===== src/rtl/acc_pkg.sv =====
// -----------------------------------------------------------------------------
// acc_pkg
// Shared types and constants for the RepVGG accelerator main sequencer.
//   acc_state_e   : sequencer state encoding
//   DMA_SEL_*     : DMA buffer selector codes carried on dma_sel
//   *_DEF         : default tile geometry and address width
//   is_dma_state  : true for the states that own an outstanding DMA command
// -----------------------------------------------------------------------------
package acc_pkg;

  typedef enum logic [2:0] {
    ST_IDLE,
    ST_CFG,
    ST_LD_IN,
    ST_LD_W3,
    ST_LD_W1,
    ST_COMP,
    ST_WR_OUT,
    ST_FIN
  } acc_state_e;

  localparam logic [1:0] DMA_SEL_IN  = 2'd0;
  localparam logic [1:0] DMA_SEL_W3  = 2'd1;
  localparam logic [1:0] DMA_SEL_W1  = 2'd2;
  localparam logic [1:0] DMA_SEL_OUT = 2'd3;

  localparam int ICH_TILE_DEF = 8;
  localparam int OCH_TILE_DEF = 8;
  localparam int AW_DEF       = 32;

  function automatic logic is_dma_state(input acc_state_e s);
    return (s == ST_LD_IN) || (s == ST_LD_W3) || (s == ST_LD_W1) || (s == ST_WR_OUT);
  endfunction

endpackage


===== src/rtl/acc_tile_cnt.sv =====
// -----------------------------------------------------------------------------
// acc_tile_cnt
// Nested tile loop counters: input-channel tiles (inner) inside output-channel
// tiles (outer), with first/last flags for the sequencer.
//   clk, rst_n : clock, asynchronous active-low reset
//   clr        : zero both counters (start of a layer)
//   ic_inc     : advance the inner counter
//   ic_clr     : zero the inner counter (end of an output tile)
//   oc_inc     : advance the outer counter
//   n_ic, n_oc : loop trip counts (>= 1 whenever the loops are in use)
//   ic_first   : inner counter is at its first tile
//   ic_last    : inner counter is at its last tile
//   oc_last    : outer counter is at its last tile
// -----------------------------------------------------------------------------
module acc_tile_cnt #(
  parameter int CW = 16
) (
  input  logic          clk,
  input  logic          rst_n,
  input  logic          clr,
  input  logic          ic_inc,
  input  logic          ic_clr,
  input  logic          oc_inc,
  input  logic [CW-1:0] n_ic,
  input  logic [CW-1:0] n_oc,
  output logic          ic_first,
  output logic          ic_last,
  output logic          oc_last
);

  logic [CW-1:0] ic_cnt;
  logic [CW-1:0] oc_cnt;

  // NOTE: state registers use non-blocking assignments so every flop samples
  // pre-edge values regardless of statement order.
  always_ff @(posedge clk or negedge rst_n) begin
    if (!rst_n) begin
      ic_cnt <= '0;
      oc_cnt <= '0;
    end else if (clr) begin
      ic_cnt <= '0;
      oc_cnt <= '0;
    end else begin
      if (ic_clr)      ic_cnt <= '0;
      else if (ic_inc) ic_cnt <= ic_cnt + CW'(1);
      if (oc_inc)      oc_cnt <= oc_cnt + CW'(1);
    end
  end

  assign ic_first = (ic_cnt == '0);
  assign ic_last  = (ic_cnt == n_ic - CW'(1));
  assign oc_last  = (oc_cnt == n_oc - CW'(1));

endmodule


===== src/rtl/acc_main_fsm.sv =====
// -----------------------------------------------------------------------------
// acc_main_fsm
// Top-level sequencer of the RepVGG accelerator. On start it latches the layer
// configuration, tiles the layer into (output-channel x input-channel) tiles
// and, per tile, loads IN / W3 / W1 through the DMA engine, runs the PE array,
// and after the last input tile of an output tile writes OUT back. A 1-cycle
// acc_done pulse tells the config slave the layer is finished.
//   clk, rst_n          : clock, asynchronous active-low reset
//   start               : 1-cycle start pulse (honoured only in IDLE)
//   in/w3/w1/out_addr   : base addresses
//   mapsize, ich, och   : feature map side, input / output channel counts
//   dma_req .. dma_len  : DMA command, held stable until dma_ack
//   dma_ack             : 1-cycle transfer-complete pulse
//   pe_start/first/last : 1-cycle compute command with accumulator flags
//   pe_done             : 1-cycle compute-complete pulse
//   busy                : high in every state except IDLE
//   acc_done            : 1-cycle completion pulse
// -----------------------------------------------------------------------------
module acc_main_fsm
  import acc_pkg::*;
#(
  parameter int ICH_TILE = ICH_TILE_DEF,
  parameter int OCH_TILE = OCH_TILE_DEF,
  parameter int AW       = AW_DEF
) (
  input  logic          clk,
  input  logic          rst_n,
  input  logic          start,
  input  logic [AW-1:0] in_addr,
  input  logic [AW-1:0] w3_addr,
  input  logic [AW-1:0] w1_addr,
  input  logic [AW-1:0] out_addr,
  input  logic [15:0]   mapsize,
  input  logic [15:0]   ich,
  input  logic [15:0]   och,
  output logic          dma_req,
  output logic          dma_wr,
  output logic [1:0]    dma_sel,
  output logic [AW-1:0] dma_addr,
  output logic [AW-1:0] dma_len,
  input  logic          dma_ack,
  output logic          pe_start,
  output logic          pe_first,
  output logic          pe_last,
  input  logic          pe_done,
  output logic          busy,
  output logic          acc_done
);

  localparam int ICH_SH = $clog2(ICH_TILE);
  localparam int OCH_SH = $clog2(OCH_TILE);
  localparam logic [AW-1:0] W3_LEN = AW'(9 * ICH_TILE * OCH_TILE);
  localparam logic [AW-1:0] W1_LEN = AW'(ICH_TILE * OCH_TILE);

  acc_state_e state_q, state_d;

  // Latched configuration
  logic [AW-1:0] in_base_q, w3_base_q, w1_base_q, out_base_q;
  logic [15:0]   mapsize_q, ich_q, och_q;

  // Running DMA pointers
  logic [AW-1:0] in_p, w3_p, w1_p, out_p;

  logic          dma_req_q;
  logic          pe_start_q, pe_first_q, pe_last_q;

  // Derived layer geometry; constant once the configuration is latched.
  logic [AW-1:0] pix, in_len, out_len;
  logic [15:0]   n_ic, n_oc;
  logic          cfg_empty;

  logic dma_fire, pe_fire, wr_fire, comp_entry;
  logic ic_first, ic_last, oc_last;

  assign pix       = AW'(mapsize_q) * AW'(mapsize_q);
  assign in_len    = pix * AW'(ICH_TILE);
  assign out_len   = pix * AW'(OCH_TILE);
  assign n_ic      = ich_q >> ICH_SH;
  assign n_oc      = och_q >> OCH_SH;
  assign cfg_empty = (pix == '0) || (n_ic == '0) || (n_oc == '0);

  // An ack only counts while a command is actually outstanding.
  assign dma_fire   = dma_req_q & dma_ack;
  assign pe_fire    = (state_q == ST_COMP) & pe_done;
  assign wr_fire    = dma_fire & (state_q == ST_WR_OUT);
  assign comp_entry = (state_d == ST_COMP) & (state_q != ST_COMP);

  acc_tile_cnt #(.CW(16)) u_tile_cnt (
    .clk      (clk),
    .rst_n    (rst_n),
    .clr      (state_q == ST_CFG),
    .ic_inc   (pe_fire & ~ic_last),
    .ic_clr   (wr_fire),
    .oc_inc   (wr_fire & ~oc_last),
    .n_ic     (n_ic),
    .n_oc     (n_oc),
    .ic_first (ic_first),
    .ic_last  (ic_last),
    .oc_last  (oc_last)
  );

  always_ff @(posedge clk or negedge rst_n) begin
    if (!rst_n) state_q <= ST_IDLE;
    else        state_q <= state_d;
  end

  // NOTE: every combinational output gets a default first so no path through
  // the case statement leaves it unassigned (which would infer a latch).
  always_comb begin
    state_d = state_q;
    case (state_q)
      ST_IDLE:   if (start) state_d = ST_CFG;
      ST_CFG:    state_d = cfg_empty ? ST_FIN : ST_LD_IN;
      ST_LD_IN:  if (dma_fire) state_d = ST_LD_W3;
      ST_LD_W3:  if (dma_fire) state_d = ST_LD_W1;
      ST_LD_W1:  if (dma_fire) state_d = ST_COMP;
      ST_COMP:   if (pe_fire) state_d = ic_last ? ST_WR_OUT : ST_LD_IN;
      ST_WR_OUT: if (dma_fire) state_d = oc_last ? ST_FIN : ST_LD_IN;
      ST_FIN:    state_d = ST_IDLE;
      default:   state_d = ST_IDLE;
    endcase
  end

  always_ff @(posedge clk or negedge rst_n) begin
    if (!rst_n) begin
      in_base_q  <= '0;
      w3_base_q  <= '0;
      w1_base_q  <= '0;
      out_base_q <= '0;
      mapsize_q  <= '0;
      ich_q      <= '0;
      och_q      <= '0;
    end else if ((state_q == ST_IDLE) && start) begin
      in_base_q  <= in_addr;
      w3_base_q  <= w3_addr;
      w1_base_q  <= w1_addr;
      out_base_q <= out_addr;
      mapsize_q  <= mapsize;
      ich_q      <= ich;
      och_q      <= och;
    end
  end

  // Weights are stored oc-tile-major / ic-tile-minor, so w3_p and w1_p only
  // ever advance; the input pointer rewinds at the start of each output tile.
  always_ff @(posedge clk or negedge rst_n) begin
    if (!rst_n) begin
      in_p  <= '0;
      w3_p  <= '0;
      w1_p  <= '0;
      out_p <= '0;
    end else if (state_q == ST_CFG) begin
      in_p  <= in_base_q;
      w3_p  <= w3_base_q;
      w1_p  <= w1_base_q;
      out_p <= out_base_q;
    end else if (dma_fire) begin
      case (state_q)
        ST_LD_IN: in_p <= in_p + in_len;
        ST_LD_W3: w3_p <= w3_p + W3_LEN;
        ST_LD_W1: w1_p <= w1_p + W1_LEN;
        ST_WR_OUT: begin
          out_p <= out_p + out_len;
          in_p  <= in_base_q;
        end
        default: ;
      endcase
    end
  end

  // dma_req rises the cycle after a DMA state is entered and drops on the
  // accepting edge, which is also the edge that leaves the state.
  always_ff @(posedge clk or negedge rst_n) begin
    if (!rst_n) begin
      dma_req_q  <= 1'b0;
      pe_start_q <= 1'b0;
      pe_first_q <= 1'b0;
      pe_last_q  <= 1'b0;
    end else begin
      dma_req_q  <= is_dma_state(state_q) & ~dma_fire;
      pe_start_q <= comp_entry;
      pe_first_q <= comp_entry & ic_first;
      pe_last_q  <= comp_entry & ic_last;
    end
  end

  always_comb begin
    dma_sel  = '0;
    dma_wr   = 1'b0;
    dma_addr = '0;
    dma_len  = '0;
    if (dma_req_q) begin
      case (state_q)
        ST_LD_IN: begin
          dma_sel  = DMA_SEL_IN;
          dma_addr = in_p;
          dma_len  = in_len;
        end
        ST_LD_W3: begin
          dma_sel  = DMA_SEL_W3;
          dma_addr = w3_p;
          dma_len  = W3_LEN;
        end
        ST_LD_W1: begin
          dma_sel  = DMA_SEL_W1;
          dma_addr = w1_p;
          dma_len  = W1_LEN;
        end
        ST_WR_OUT: begin
          dma_sel  = DMA_SEL_OUT;
          dma_wr   = 1'b1;
          dma_addr = out_p;
          dma_len  = out_len;
        end
        default: ;
      endcase
    end
  end

  assign dma_req  = dma_req_q;
  assign pe_start = pe_start_q;
  assign pe_first = pe_first_q;
  assign pe_last  = pe_last_q;
  assign busy     = (state_q != ST_IDLE);
  assign acc_done = (state_q == ST_FIN);

endmodule


===== config.mk =====
export PLATFORM = sky130hd
export DESIGN_NAME = acc_main_fsm
export DESIGN_NICKNAME = d
export VERILOG_FILES = /design/src/rtl/acc_pkg.sv /design/src/rtl/acc_tile_cnt.sv /design/src/rtl/acc_main_fsm.sv
export SDC_FILE = /design/constraint.sdc
export NUM_CORES = 1
export LEC_CHECK = 0
export CORE_MARGIN = 3
export CORE_UTILIZATION = 55
export CTS_CLUSTER_SIZE = 20
export DETAILED_ROUTE_END_ITERATION = 12
export PLACE_DENSITY_LB_ADDON = 0.25
export REMOVE_ABC_BUFFERS = 1
export SYNTH_ARGS = -nofsm -noshare
export SYNTH_HDL_FRONTEND = slang
export SYNTH_SLANG_ARGS = --single-unit

===== constraint.sdc =====
create_clock -name clk -period 10.5 [get_ports clk]
set_input_delay 1.05 -clock clk [delete_from_list [all_inputs] [get_ports clk]]
set_output_delay 1.05 -clock clk [all_outputs]
set_load 0.005 [all_outputs]

==> results of run 1 <==
path summary, 6_finish.rpt:
check | cells past startpoint | slack (ns) | endpoint
min in group asynchronous | 1 | 0.52 | w1_base_q[29]$_DFFE_PN0P_
hold reg to reg | 2 | 0.46 | w1_p[2]$_DFFE_PN0P_
hold / removal | 2 | 0.46 | w1_p[2]$_DFFE_PN0P_
setup / recovery | 20 | 1.02 | dma_len[31]
setup reg to reg | 28 | 1.51 | in_p[31]$_DFFE_PN0P_
max in group asynchronous | 3 | 7.85 | och_q[3]$_DFFE_PN0P_
flip-flops by register name, indices dropped and copies added, names as in the netlist:
name / cells
dma_req: 1
ich_q: 13
in_base_q: 32
in_p: 32
mapsize_q: 16
och_q: 13
out_base_q: 32
out_p: 32
pe_first: 1
pe_last: 1
pe_start: 1
state_q: 3
u_tile_cnt.ic_cnt: 16
u_tile_cnt.oc_cnt: 16
w1_base_q: 32
w1_p: 32
w3_base_q: 32
w3_p: 32
layout make-up:
class / instances / area [um2] / area share (%)
Clock buffer: 54 / 1110 / 3.65
Clock inverter: 18 / 216 / 0.710
Inverter: 266 / 998 / 3.27
Multi-Input combinational cell: 2068 / 16400 / 53.7
Sequential cell: 337 / 8430 / 27.7
Tap cell: 607 / 759 / 2.49
Timing Repair Buffer: 264 / 2610 / 8.55
per-layer routing:
metal	wire, um	up-vias	global-route usage [%]	part of all wire [%]
met5	0	-	0	0
met4	3000	0	11.3	4.0
met3	5430	168	4.06	7.2
met2	34200	910	47.0	45
met1	32800	11100	43.0	44
li1	-	10100	-	-
stage by stage:
stage	cells	worst slack (ns)	utilization (%)	instance area (um2)
floorplan	2671	1.30	-	25800
global placement	3542	1.66	62.2	29200
detailed placement	3542	1.58	62.2	29200
CTS	3614	1.07	65.1	30500
global route	3614	0.649	65.1	30500
finish	3614	1.02	65.1	30500
critical path: cells and delay by family (launching register included):
family | cells | cell delay [ns]
buf+inv | 5 | 1.04
flops | 1 | 0.79
xor+xnor | 1 | 0.48
compound gates | 5 | 1.63
simple gates | 2 | 0.38
fa+ha+maj | 7 | 3.55
Yosys cell counts, types with 50 or more instances:
master                       n  area share [%]
sky130_fd_sc_hd__dfrtp_1   337              32
sky130_fd_sc_hd__nand2_1   293             4.2
sky130_fd_sc_hd__inv_1     266             3.8
sky130_fd_sc_hd__fa_1      165              13
sky130_fd_sc_hd__mux2_2    164             7.0
sky130_fd_sc_hd__a21oi_1   163             3.1
sky130_fd_sc_hd__nor2_1    158             2.3
sky130_fd_sc_hd__ha_1      157             7.5
sky130_fd_sc_hd__o21ai_0   147             2.8
sky130_fd_sc_hd__clkbuf_1  123             1.8
sky130_fd_sc_hd__a22oi_1    88             2.5
sky130_fd_sc_hd__xnor2_1    75             2.5
sky130_fd_sc_hd__and2_1     66             1.6
sky130_fd_sc_hd__nand3_1    59             1.1
sky130_fd_sc_hd__and3_1     50             1.2
layout by cell type, fill, tap and decap left out, types with 9 or more instances in the layout:
cell                              netlist  routed
sky130_fd_sc_hd__mux2i_1               10      10
sky130_fd_sc_hd__o21bai_1              11      11
sky130_fd_sc_hd__ha_1                 157     157
sky130_fd_sc_hd__buf_4                  4      20
sky130_fd_sc_hd__and2_1                66      65
sky130_fd_sc_hd__o21a_1                13      13
sky130_fd_sc_hd__nor3b_1               21      21
sky130_fd_sc_hd__nand2_1              293     293
sky130_fd_sc_hd__clkdlybuf4s50_1        0     242
sky130_fd_sc_hd__xor2_1                43      43
sky130_fd_sc_hd__a211oi_1              10      10
sky130_fd_sc_hd__nand2b_1              16      16
sky130_fd_sc_hd__nand3_1               59      59
sky130_fd_sc_hd__a221o_1               29      29
sky130_fd_sc_hd__nor2b_1               21      20
sky130_fd_sc_hd__nor4_1                19      19
sky130_fd_sc_hd__nand4_1               20      20
sky130_fd_sc_hd__fa_1                 165     165
sky130_fd_sc_hd__a31oi_1               31      31
sky130_fd_sc_hd__nor3_1                48      48
sky130_fd_sc_hd__o31ai_1               10      10
sky130_fd_sc_hd__dfrtp_1              337     337
sky130_fd_sc_hd__mux2_2               164     164
sky130_fd_sc_hd__nor2_1               158     155
sky130_fd_sc_hd__inv_1                266     266
sky130_fd_sc_hd__a222oi_1               9       9
sky130_fd_sc_hd__or3_1                 16      16
sky130_fd_sc_hd__a21oi_1              163     162
sky130_fd_sc_hd__a22oi_1               88      88
sky130_fd_sc_hd__and3_1                50      50
sky130_fd_sc_hd__a21o_1                40      40
sky130_fd_sc_hd__o21ai_0              147     147
sky130_fd_sc_hd__clkbuf_16              0      39
sky130_fd_sc_hd__xnor2_1               75      75
kinds of logic after synthesis:
group	after synthesis	share of synthesized area (%)
simple gates	822	15.2
compound gates	628	15.5
buf+inv	401	5.82
flops	337	32.1
fa+ha+maj	322	20.0
mux	174	7.41
xor+xnor	118	3.93
other cells	1	0.0143
==> impl_summary.md, run 1 <==
Run status
The run finished with clean final reports.

Timing
The worst-case hold slack is 0.461 ns. The shortest clock period the worst path allows after layout is 9.48 ns. The final critical-path share of the clock period is 90.3%. For the pin with the worst max-slew slack, the measured transition is 1.14 ns. The setup skew after layout is 0.0174 ns. The maximum clock rate is roughly 0.11 GHz. Setup repair after global routing left no endpoint under its margin. The worst slew margin relative to its limit is 23.6%.

Summed over all failing endpoints, the final setup total negative slack is 0 ns. The final count of pins violating max slew was 0. Setup violations remaining at the end of the flow were counted as 0. The final hold violation count is 0.

Global routing
The via count of the first global-routing pass is 22000. For this run, the total global-route usage over all layers was measured as 30.0%. The first-pass GRT wire length is 120 mm. For this run the aggregate overflow at the end of global routing stands at 0. Entering global routing, the biggest net connects approximately 150 pins. The initial antenna violation count was 0.

Clocking
Post-CTS timing repair inserted 0 buffers for setup. The clock edge transition at the registers on the reported setup and hold paths is 0.06 ns. The clock tree synthesis step divided the H-tree into 2 levels. The number of clock sinks is approximately 340. The later pin in the worst-skew pair is clocked with a latency of 0.57 ns. In this run the deepest clock path goes through 3 buffers.

The number of buffers created by CTS is 39. The count of hold buffers inserted by post-cts repair is 0. The post-cts repair resize count is 0. The clock root buffer is sky130_fd_sc_hd__clkbuf_16. TritonCTS built the clock tree.

Floorplanning
The floorplan step defined a die boundary enclosing roughly 50000 um2. The die width is 225 um. The number of cell rows is 79.

254 I/O pins were placed. The initial core utilization is 56.1%. The die height is 225 um. The total area inside the core boundary comes to 46900 um2.

Synthesis
Counting flops with a built-in enable in the synthesized netlist gives 0. The proportion of register bits with asynchronous set or reset after synthesis is 100%. The cell area after technology mapping is ~26000 um2.

The number of synthesis warnings is 0. The proportion of synthesized chip area in sequential cells is 32.1%. Counting distinct cell types in the post-synthesis netlist gives 80. The most common flop cell mapped by yosys is sky130_fd_sc_hd__dfrtp_1. Averaged over all synthesized cells, the footprint is approximately 9.4 um2.

The gate count after technology mapping is ~2800. The post-synthesis register bit count is 337.

Routing
The count of unresolved DRC violations after routing is 0. The first TritonRoute pass finished after 6 iterations. The wire length after detailed routing is ~75 mm. In this run the remaining antenna-violating nets after routing total 0. The routed wirelength normalized by instance count is 20.9 um.

The routed via count is 22200. The number of vias per cell is about 6.2. After the first detailed-routing iteration, the DRC count stood at 1973.

Run
The max capacitance violation total is 0.

Worst setup path
The critical path endpoint category is a primary output. Traced cell by cell, the critical path runs through inv_1 > fa_1 > fa_1 > inv_1 > fa_1 > inv_1 > fa_1 > fa_1 > fa_1 > inv_1 > ha_1 > a21oi_1 > a31oi_1 > nor2_1 > a2111oi_0 > a2111oi_0 > o21bai_1 > xor2_1 > and2_1 > clkdlybuf4s50_1. The worst setup path is launched from a flip-flop. The most prevalent standard cell on the critical path is sky130_fd_sc_hd__fa_1. For this design, the slowest cell found on the critical path is sky130_fd_sc_hd__dfrtp_1. The stage delay of the slowest cell on the critical path is 0.79 ns.

The timing startpoint of the critical path is mapsize_q[6]$_DFFE_PN0P_. The peak fanout along the critical path is 15. The data required time at the worst endpoint is 9.45 ns. Data arrives at the worst endpoint at 8.43 ns. The worst flop-to-flop path startpoint is mapsize_q[6]$_DFFE_PN0P_. The worst setup path category is reg -> out.

Layout
From synthesis to final layout, the design area changed by 16.0%. The share of cells above drive strength 1 is 9.18%. The repair_antennas step left the layout with diodes totalling 0. The number of fillers in the final layout is 3798. The final layout net count is 3479.

Placed design
During placement, the flow inserted port buffers numbering 243. The placed wire-length estimate after detailed placement is 56.7 mm. The placer's final routability congestion estimate is 0.949.

Worst hold path
The worst min-delay path startpoint is w1_base_q[2]$_DFFE_PN0P_. The tightest min-delay check is of the reg -> reg type.
Power of run 1 is not shown: default switching activity piles up to over one toggle a cycle in this logic, so the estimate is an artifact.
==> run 2, diff against run 1 <==
--- a/config.mk
+++ b/config.mk
@@ -5,6 +5,7 @@
 export SDC_FILE = /design/constraint.sdc
 export NUM_CORES = 1
 export LEC_CHECK = 0
+export ABC_CLOCK_PERIOD_IN_PS = 10500
 export CORE_MARGIN = 3
 export CORE_UTILIZATION = 55
 export CTS_CLUSTER_SIZE = 20
==> results of run 2 <==
Final layout, timing and power as in run 1 (identical DEF).
Power of run 2 is left out for the same reason.
